<file path="src/rtl/rng_coef_sampler_if.sv">
// Handshake bundle between the coefficient sampler, its random-word source and the coefficient consumer.
// The sampler takes the master view; the RNG/consumer side (or a testbench) takes the slave view.
interface rng_coef_sampler_if #(
    parameter int RND_W  = 32,
    parameter int COEF_W = 8
);
    logic              rng_en;
    logic              rng_wait;
    logic [RND_W-1:0]  rng_data;
    logic              out_valid;
    logic              out_ready;
    logic [COEF_W-1:0] out_data;

    modport master (
        output rng_en, out_valid, out_data,
        input  rng_wait, rng_data, out_ready
    );

    modport slave (
        input  rng_en, out_valid, out_data,
        output rng_wait, rng_data, out_ready
    );
endinterface

</file>
<file path="src/rtl/rng_coef_sampler.sv">
// Splits raw random words into a counted stream of ring-LWE coefficients,
// either uniform mod Q by rejection sampling or binary {0,1}.
module rng_coef_sampler #(
    parameter int RND_W  = 32,
    parameter int COEF_W = 8,
    parameter int Q      = 251,
    parameter int LEN_W  = 10
) (
    input  logic                clk,
    input  logic                reset,
    input  logic                start_i,
    input  logic                mode_i,
    input  logic [LEN_W-1:0]    len_i,
    output logic                busy_o,
    output logic                done_o,
    output logic [15:0]         rej_cnt_o,
    rng_coef_sampler_if.master  bus
);
    localparam int IDX_W = (RND_W > 1) ? $clog2(RND_W) : 1;
    localparam logic [IDX_W-1:0]  LAST_UNI = IDX_W'(RND_W / COEF_W - 1);
    localparam logic [IDX_W-1:0]  LAST_BIN = IDX_W'(RND_W - 1);
    localparam logic [COEF_W:0]   Q_LIM    = (COEF_W + 1)'(Q);

    typedef enum logic [2:0] {
        S_IDLE, S_FETCH, S_SPLIT, S_DRAIN, S_DONE
    } state_t;

    state_t            state_q, state_d;
    logic              mode_q, mode_d;
    logic [LEN_W-1:0]  rem_q, rem_d;
    logic [RND_W-1:0]  word_q, word_d;
    logic [IDX_W-1:0]  idx_q, idx_d;
    logic [15:0]       rej_q, rej_d;
    logic              valid_q, valid_d;
    logic [COEF_W-1:0] data_q, data_d;

    logic [COEF_W-1:0] chunk;
    logic              slot_free;
    logic              accept;
    logic              last_chunk;
    logic              rng_en;

    // Binary mode uses one bit per coefficient; uniform uses a whole COEF_W-bit chunk.
    assign chunk      = mode_q ? {{(COEF_W-1){1'b0}}, word_q[0]} : word_q[COEF_W-1:0];
    assign slot_free  = ~valid_q | bus.out_ready;
    assign accept     = mode_q | ({1'b0, chunk} < Q_LIM);
    assign last_chunk = (idx_q == (mode_q ? LAST_BIN : LAST_UNI));

    // NOTE: every _d gets its hold value first so no path through the case leaves one unassigned (no latches).
    always_comb begin
        state_d = state_q;
        mode_d  = mode_q;
        rem_d   = rem_q;
        word_d  = word_q;
        idx_d   = idx_q;
        rej_d   = rej_q;
        valid_d = valid_q;
        data_d  = data_q;
        rng_en  = 1'b0;

        // The output slot drains on every handshake, in any state; a SPLIT accept below reloads it.
        if (valid_q && bus.out_ready) begin
            valid_d = 1'b0;
        end

        unique case (state_q)
            S_IDLE: begin
                if (start_i) begin
                    mode_d  = mode_i;
                    rem_d   = len_i;
                    rej_d   = '0;
                    state_d = (len_i == '0) ? S_DONE : S_FETCH;
                end
            end
            S_FETCH: begin
                rng_en = 1'b1;
                if (!bus.rng_wait) begin
                    word_d  = bus.rng_data;
                    idx_d   = '0;
                    state_d = S_SPLIT;
                end
            end
            S_SPLIT: begin
                if (slot_free) begin
                    word_d = mode_q ? (word_q >> 1) : (word_q >> COEF_W);
                    idx_d  = idx_q + 1'b1;
                    if (accept) begin
                        data_d  = chunk;
                        valid_d = 1'b1;
                        rem_d   = rem_q - 1'b1;
                    end else if (rej_q != 16'hFFFF) begin
                        rej_d = rej_q + 16'd1;
                    end
                    if (accept && rem_q == LEN_W'(1)) begin
                        state_d = S_DRAIN;
                    end else if (last_chunk) begin
                        state_d = S_FETCH;
                    end
                end
            end
            S_DRAIN: begin
                if (valid_q && bus.out_ready) begin
                    state_d = S_DONE;
                end
            end
            S_DONE: begin
                state_d = S_IDLE;
            end
            default: begin
                state_d = S_IDLE;
            end
        endcase
    end

    // NOTE: state registers use non-blocking assignment so every flop samples pre-edge values together.
    always_ff @(posedge clk) begin
        if (reset) begin
            state_q <= S_IDLE;
            mode_q  <= 1'b0;
            rem_q   <= '0;
            word_q  <= '0;
            idx_q   <= '0;
            rej_q   <= '0;
            valid_q <= 1'b0;
            data_q  <= '0;
        end else begin
            state_q <= state_d;
            mode_q  <= mode_d;
            rem_q   <= rem_d;
            word_q  <= word_d;
            idx_q   <= idx_d;
            rej_q   <= rej_d;
            valid_q <= valid_d;
            data_q  <= data_d;
        end
    end

    assign busy_o        = (state_q != S_IDLE);
    assign done_o        = (state_q == S_DONE);
    assign rej_cnt_o     = rej_q;
    assign bus.rng_en    = rng_en;
    assign bus.out_valid = valid_q;
    assign bus.out_data  = data_q;
endmodule

</file>
<file path="src/flat_wrapper.sv">
// flat-port wrapper written by rule: the top's interface ports become plain ports
module rng_coef_sampler_flat 
#(
    parameter int RND_W  = 32,
    parameter int COEF_W = 8,
    parameter int Q      = 251,
    parameter int LEN_W  = 10
)
  (clk, reset, start_i, mode_i, len_i, busy_o, done_o, rej_cnt_o, bus_rng_en, bus_out_valid, bus_out_data, bus_rng_wait, bus_rng_data, bus_out_ready);
  rng_coef_sampler_if #(.RND_W(RND_W), .COEF_W(COEF_W)) bus_i ();
  input  logic clk;
  input  logic reset;
  input  logic start_i;
  input  logic mode_i;
  input  logic [LEN_W-1:0] len_i;
  output logic busy_o;
  output logic done_o;
  output logic [15:0] rej_cnt_o;
  output wire logic [$bits(bus_i.rng_en)-1:0] bus_rng_en;
  output wire logic [$bits(bus_i.out_valid)-1:0] bus_out_valid;
  output wire logic [$bits(bus_i.out_data)-1:0] bus_out_data;
  input wire logic [$bits(bus_i.rng_wait)-1:0] bus_rng_wait;
  input wire logic [$bits(bus_i.rng_data)-1:0] bus_rng_data;
  input wire logic [$bits(bus_i.out_ready)-1:0] bus_out_ready;
  assign bus_rng_en = bus_i.rng_en;
  assign bus_out_valid = bus_i.out_valid;
  assign bus_out_data = bus_i.out_data;
  assign bus_i.rng_wait = bus_rng_wait;
  assign bus_i.rng_data = bus_rng_data;
  assign bus_i.out_ready = bus_out_ready;
  rng_coef_sampler #(.RND_W(RND_W), .COEF_W(COEF_W), .Q(Q), .LEN_W(LEN_W)) u_core (.clk(clk), .reset(reset), .start_i(start_i), .mode_i(mode_i), .len_i(len_i), .busy_o(busy_o), .done_o(done_o), .rej_cnt_o(rej_cnt_o), .bus(bus_i));
endmodule
</file>
<file path="config.mk">
export PLATFORM = sky130hd
export DESIGN_NAME = rng_coef_sampler_flat
export DESIGN_NICKNAME = d
export VERILOG_FILES = /design/src/rtl/rng_coef_sampler_if.sv /design/src/rtl/rng_coef_sampler.sv /design/src/flat_wrapper.sv
export SDC_FILE = /design/constraint.sdc
export NUM_CORES = 1
export LEC_CHECK = 0
export ABC_CLOCK_PERIOD_IN_PS = 4850
export BUFFER_PORTS_ARGS = -buffer_cell sky130_fd_sc_hd__buf_2
export CORE_MARGIN = 4
export CORE_UTILIZATION = 60
export CTS_CLUSTER_SIZE = 30
export DETAILED_ROUTE_END_ITERATION = 7
export HOLD_SLACK_MARGIN = 0.08
export PLACE_DENSITY = 0.85
export SYNTH_ARGS = -nofsm -noshare
export SYNTH_HDL_FRONTEND = slang
export SYNTH_SLANG_ARGS = --single-unit
</file>
<file path="constraint.sdc">
create_clock -name clk -period 4.85 [get_ports clk]
set_input_delay 0.485 -clock clk [delete_from_list [all_inputs] [get_ports clk]]
set_output_delay 0.485 -clock clk [all_outputs]
set_load 0.05 [all_outputs]
</file>
# Word-level counts from Yosys, hierarchy flattened
# Index checks and enable logic that the tools add are counted.
# op_classes
add_sub_neg	3
magnitude_cmp	1
n_eq_ne	15
n_mux	31
bitwise_logic	3
n_reduce_logical	13
# op_table
operator	count
$mux W16	4
$mux W32	2
$pmux W32 S2	1
$pmux W16 S2	1
$mux W31	1
$mux W10	3
$mux W3	7
$pmux W10 S2	1
$add A16 B1 Y16 const B	1
$ne A16 B16 Y1 const B	1
$mux W5	3
$pmux W3 S4	1
$eq A10 B1 Y1 const B	1
$logic_not A10 Y1	1
$pmux W5 S2	1
$reduce_and A5 Y1	2
$sub A10 B1 Y10 const B	1
$lt A8 B8 Y1 const B	1
$mux W8	1
$ne A2 B1 Y1 const B	4
$eq A3 B2 Y1 const B	2
$ne A2 B2 Y1 const B	3
$reduce_and A3 Y1	2
$add A5 B1 Y5 const B	1
13 further kinds	20
# totals
register_bits	76
input_bits	48
output_inout_bits	28
elab_cells	74

# Logic depth before layout (Yosys ltp)
# logic_depth
depth_word	7
depth_mapped	8
depth_no_buf	6

# Least setup slack after synthesis
# OpenSTA, ideal clock, no wires.
# synth_path
path_type	reg2out
start	register u_core.state_q[0]
end	output port bus_rng_en
t_arrival_ps	1711
t_required_ps	4365
path_slack_ps	2654
stages_incl_launch_ff	3
n_path_buf	1
path_cell_list	dfxtp_1 > buf_2 > nor3b_1
# synth_between
elab_chain_len	2
# synth_rtl
item	line	text
start: declaration	rng_coef_sampler.sv:28	state_t state_q, state_d;
start signal: assignment	rng_coef_sampler.sv:127	state_q <= state_d;
$eq A3 B1 Y1	rng_coef_sampler.sv:66	unique case (state_q)
$mux W1	rng_coef_sampler.sv:66	
end: declaration	flat_wrapper.sv:19	output wire logic [$bits(bus_i.rng_en)-1:0] bus_rng_en;
# Every way passes these cells.

# Worst setup path in the final report
# layout_path
start	register u_core.mode_q
end	register u_core.rej_q[2], in the netlist u_core.rej_cnt_o[2]
# layout_between
elab_chain_len	5
# layout_rtl
item	line	text
start: declaration	rng_coef_sampler.sv:29	logic mode_q, mode_d;
start signal: assignment	rng_coef_sampler.sv:128	mode_q <= mode_d;
$mux W8	rng_coef_sampler.sv:44	assign chunk = mode_q ? {{(COEF_W-1){1'b0}}, word_q[0]} : word_q[COEF_W-1:0];
$lt A8 B8 Y1	rng_coef_sampler.sv:46	assign accept = mode_q | ({1'b0, chunk} < Q_LIM);
$or A1 B1 Y1 (*)	rng_coef_sampler.sv:46	
$ne A2 B2 Y1 (no line) (*)	n/a	
$reduce_and A5 Y1 (no line) (*)	n/a	
end signal: assignment	rng_coef_sampler.sv:132	rej_q <= rej_d;
end: declaration	rng_coef_sampler.sv:33	logic [15:0] rej_q, rej_d;
# Every way passes the cells marked *; elsewhere a longest branch is shown, timed or not.
# A chain may end at the register's enable or synchronous reset.

==> reports/qor_table.md <==
| Step | Result | Reported |
|:---|:---|:---|
| synthesis | Net count after synthesis | 557 |
| critical path | Dominant delay contributor by cell family on the critical path | compound AO/OA/AOI/OAI gates |
| floorplanning | Count of pins on the block boundary | 76 |
| synthesis | Gate count of the mapped netlist | 505 |
| layout | Antenna diode count | 0 |
| synthesis | EDFF count, synth | 0 |
| routing | Iteration-0 DRC Markers | 251 |
| pwr | Leakage | 1.63 nW |
| critical path | Crit path max fanout | 42 |
| clock tree | Buffer cell driving the clock tree root | sky130_fd_sc_hd__clkbuf_8 |
| synthesis | Count of state elements after synthesis | 76 |
| timing | Endpoints failing setup | 0 |
| routing | Final routed wire length divided by cell count | 15.4 microns |
| floorplanning | Vertical die dimension | 90.4 microns |
| critical path | Slowest Stage Delay on Critical Path | 990 ps |
| pwr | Power Density | 429 mW/mm^2 |
| critical path | Sort of element at the start of the critical path | register |
| synthesis | Mapped Area | 0.00407 sq mm |
| critical path | Classification of the worst setup path | register to register |
| clock tree | Level count of the clock H-tree | 3 |
| clock tree | Longest Clk Path Bufs | 2 |
| layout | Fraction of final layout cells with drive strength greater than 1 | 19.3% |
| critical path | Crit-path slowest cell | sky130_fd_sc_hd__dfxtp_2 |
| timing | Relative slew slack | 19.7% |
| critical path | Capturing element type of the critical path | register |
| synthesis | Dominant combinational cell family by area after synthesis | simple AND/OR/NAND/NOR gates |
| synthesis | Share of the synthesized netlist area taken by xor and xnor gates | 0.645% |
| grt | Pin count of the biggest net entering global routing | 67 |
| pwr | Worst IR drop on VDD | 368 uV |
| timing | Setup Total Neg Slack | 0 ps |
| floorplanning | Die extent in x | 90.4 microns |
| timing | Share of the clock period used by the worst path | 61.2% |
| routing | Sum of routed wire length over all layers | 9780 microns |
| critical path | Data required time of the critical path | 5130 ps |
| clock tree | Clock tree from TritonCTS | built |
| timing | Number of max-slew violations in the final report | 0 |
| pwr | Final total power | 1.96 mW |
| floorplanning | CORE AREA | 0.00646 sq mm |
| floorplanning | Initial Utilization | 63.1% |
| layout | Utilization after layout | 70.9% |
| synthesis | Synthesized area divided by synthesized cell count | 8.06 sq um |
| synthesis | Leading register cell type out of synthesis | sky130_fd_sc_hd__dfxtp_1 |
| timing | Number of endpoints with negative hold slack in the final report | 0 |
| clock tree | Cts-stage hold buffer count | 0 |
| routing | Per-cell via count in the routed design | 6.17 |
| routing | DRC violation count after routing | 0 |
| critical path | Combined buffer and inverter count along the critical path | 0 |
| timing | Unrepaired setup endpoints after global routing | no |
| grt | Total grt overflow | 0 |
| floorplanning | Overall die area | 0.00817 sq mm |
| routing | Detailed Routing Iterations Pass 1 | 5 |
| timing | Worst Tran Pin Value | 1200 ps |
| grt | Initial antenna violation count | 0 |
| status | Run status | finished clean |
| place | I/O Buffers | 75 |
| synthesis | Count of distinct cell types in the synthesized netlist | 54 |
| synthesis | Share of the synthesized area in compound gates (AO/OA/AOI/OAI) | 22.4% |
| timing | Minimum period implied by the final worst setup slack | 2970 ps |
| layout | NumNets Final | 606 |
| place | Placed Instances | 620 |
| timing | Max Freq | 337 MHz |
| layout | Final Non-Filler Cells | 636 |
| synthesis | Post-synthesis share of cell area spent on full adders, half adders and majority gates | 1.23% |
| grt | Tot GR Track Use | 24.2% |
| grt | Number of global-route vias before repair | 3659 |
| layout | Layout Area Growth over Synthesis | 12.4% |
| synthesis | Sequential share of the synthesized area | 37.4% |
| critical path | Critical path cell sequence | and3b_1 > o211ai_1 > o21a_1 > o21ai_0 > a21oi_1 |
| layout | Commonest cells after routing, fill and taps aside | sky130_fd_sc_hd__nand2_1 (92), sky130_fd_sc_hd__buf_2 (75), sky130_fd_sc_hd__dfxtp_1 (75), sky130_fd_sc_hd__a21oi_1 (65), sky130_fd_sc_hd__mux2i_1 (28) |
| synthesis | Proportion of register bits with asynchronous set or reset after synthesis | 0% |
| routing | Total vias in the final route | 3923 |
| place | RD Place Congestion | 0.820 |
| routing | Antenna-violating nets left | 0 |
| place | Post-detailed-placement half-perimeter wirelength | 6650 microns |
| layout | Commonest non-fill, non-tap cell in the layout | sky130_fd_sc_hd__nand2_1 |
| clock tree | Clock latency on the worst-skew pair | 360 ps |
| layout | Number of fill cells in the layout | 510 |
| critical path | Arrival @ worst endpoint | 3250 ps |
| clock tree | Total CTS buffers | 9 |
| floorplanning | Number of rows created at floorplan | 29 |
| flow run | Maximum Capacitance Violations | 0 |
| synthesis | Mux contribution to synthesized area | 7.16% |
| synthesis | Simple-Gate Fraction of Synth Area | 25.8% |
| grt | First-pass GRT wire length | 16800 microns |
| synthesis | YS warnings | 0 |
| clock tree | Cells resized by post-CTS repair | 0 |
| timing | Worst setup skew after layout | 8.79 ps |
| clock tree | Clock-pin slew reported for the worst setup and hold paths after clock tree synthesis | 80 ps |
| clock tree | Sinks on the clock net | 76 |
| min path | Type of the most critical hold path | primary input to register |
| clock tree | Post-CTS setup buffer count | 0 |
==> synth_stat cells (2+ instances only) <==
cell	instances	area, sq um
sky130_fd_sc_hd__a221oi_1	2	17.5
sky130_fd_sc_hd__buf_2	14	70.1
sky130_fd_sc_hd__o31ai_1	5	37.5
sky130_fd_sc_hd__nor3b_1	2	15.0
sky130_fd_sc_hd__and4_1	4	35.0
sky130_fd_sc_hd__nand3_1	16	80.1
sky130_fd_sc_hd__o22ai_1	3	18.8
sky130_fd_sc_hd__or4_1	7	52.6
sky130_fd_sc_hd__nand3b_1	7	52.6
sky130_fd_sc_hd__a22o_1	2	17.5
sky130_fd_sc_hd__nor2b_1	2	12.5
sky130_fd_sc_hd__clkbuf_1	22	82.6
sky130_fd_sc_hd__nor3_1	6	30.0
sky130_fd_sc_hd__o21a_1	3	22.5
sky130_fd_sc_hd__or3_1	11	68.8
sky130_fd_sc_hd__a31oi_1	2	12.5
sky130_fd_sc_hd__nor2_1	20	75.1
sky130_fd_sc_hd__nor4_1	6	37.5
sky130_fd_sc_hd__o21ai_0	20	100
sky130_fd_sc_hd__and4_4	2	22.5
sky130_fd_sc_hd__a311oi_1	7	61.3
sky130_fd_sc_hd__inv_1	4	15.0
sky130_fd_sc_hd__ha_1	4	50.1
sky130_fd_sc_hd__xor2_1	3	26.3
sky130_fd_sc_hd__and3_1	3	18.8
sky130_fd_sc_hd__mux2i_1	28	280
sky130_fd_sc_hd__o32ai_1	2	17.5
sky130_fd_sc_hd__o211ai_1	26	195
sky130_fd_sc_hd__a211oi_1	3	22.5
sky130_fd_sc_hd__a21oi_1	65	325
sky130_fd_sc_hd__dfxtp_1	76	1520
sky130_fd_sc_hd__buf_6	4	45.0
sky130_fd_sc_hd__nand2b_1	3	18.8
sky130_fd_sc_hd__nand2_1	92	345
sky130_fd_sc_hd__nand4_1	10	62.6
==> area by class of cell <==
type / instances / area (sq um) / share of cell area (%)
timing repair buffer: 79 / 405 / 8.85
inverter: 4 / 15.0 / 0.328
tap: 77 / 96.3 / 2.10
clock inverter: 5 / 61.3 / 1.34
multi-input combinational: 384 / 2340 / 51.0
clock buffer: 11 / 141 / 3.09
sequential: 76 / 1520 / 33.3
==> where the power goes <==
| part | total, mW | internal, mW | switching, mW |
|---|---|---|---|
| logic | 0.612 | 0.231 | 0.381 |
| registers | 0.856 | 0.724 | 0.131 |
| clock network | 0.494 | 0.253 | 0.242 |
| total | 1.96 | 1.21 | 0.754 |
==> metal layers <==
layer / global-route usage (%) / part of all wire (%) / up-vias / wire length, microns
li1: - / - / 1951 / -
met1: 32.3 / 46 / 1829 / 4480
met2: 38.8 / 47 / 132 / 4600
met3: 5.17 / 5.8 / 11 / 565
met4: 8.29 / 1.3 / 0 / 130
met5: 0 / 0 / - / 0
==> state kept, by name, summed over array words and instances (netlist names) <==
register              count
u_core.word_q            32
u_core.state_q            3
u_core.rej_cnt_o         16
u_core.bus.out_valid      1
u_core.rem_q             10
u_core.mode_q             1
u_core.bus.out_data       8
u_core.idx_q              5
==> tightest hold or removal path: stages <==
cell	delay [ps]
sky130_fd_sc_hd__buf_2	80
sky130_fd_sc_hd__mux2i_1	60
sky130_fd_sc_hd__nor2_1	80
==> cell families after synthesis <==
family | Yosys count
flops | 76
fa+ha+maj | 4
mux | 29
buf+inv | 45
compound gates | 145
xor+xnor | 3
simple gates | 203
==> final timing paths <==
kind	startpoint	end	slack (ps)	depth (start not counted)
max reg2reg	u_core.mode_q	u_core.rej_cnt_o[2]	1880	5
min	mode_i	u_core.mode_q	380	3
max	u_core.mode_q	u_core.rej_cnt_o[2]	1880	5
min reg2reg	u_core.bus.out_data[6]	u_core.bus.out_data[6]	450	2
==> stage by stage <==
step	setup WS (ps)	hold slack [ps]	area, sq um
after floorplan	2650	440	4070
after global placement	2130	436	4380
after detailed placement	1940	441	4380
after CTS	1920	374	4580
after global routing	1620	398	4580
final	1880	382	4580
Power figures use the tool's default switching activity.
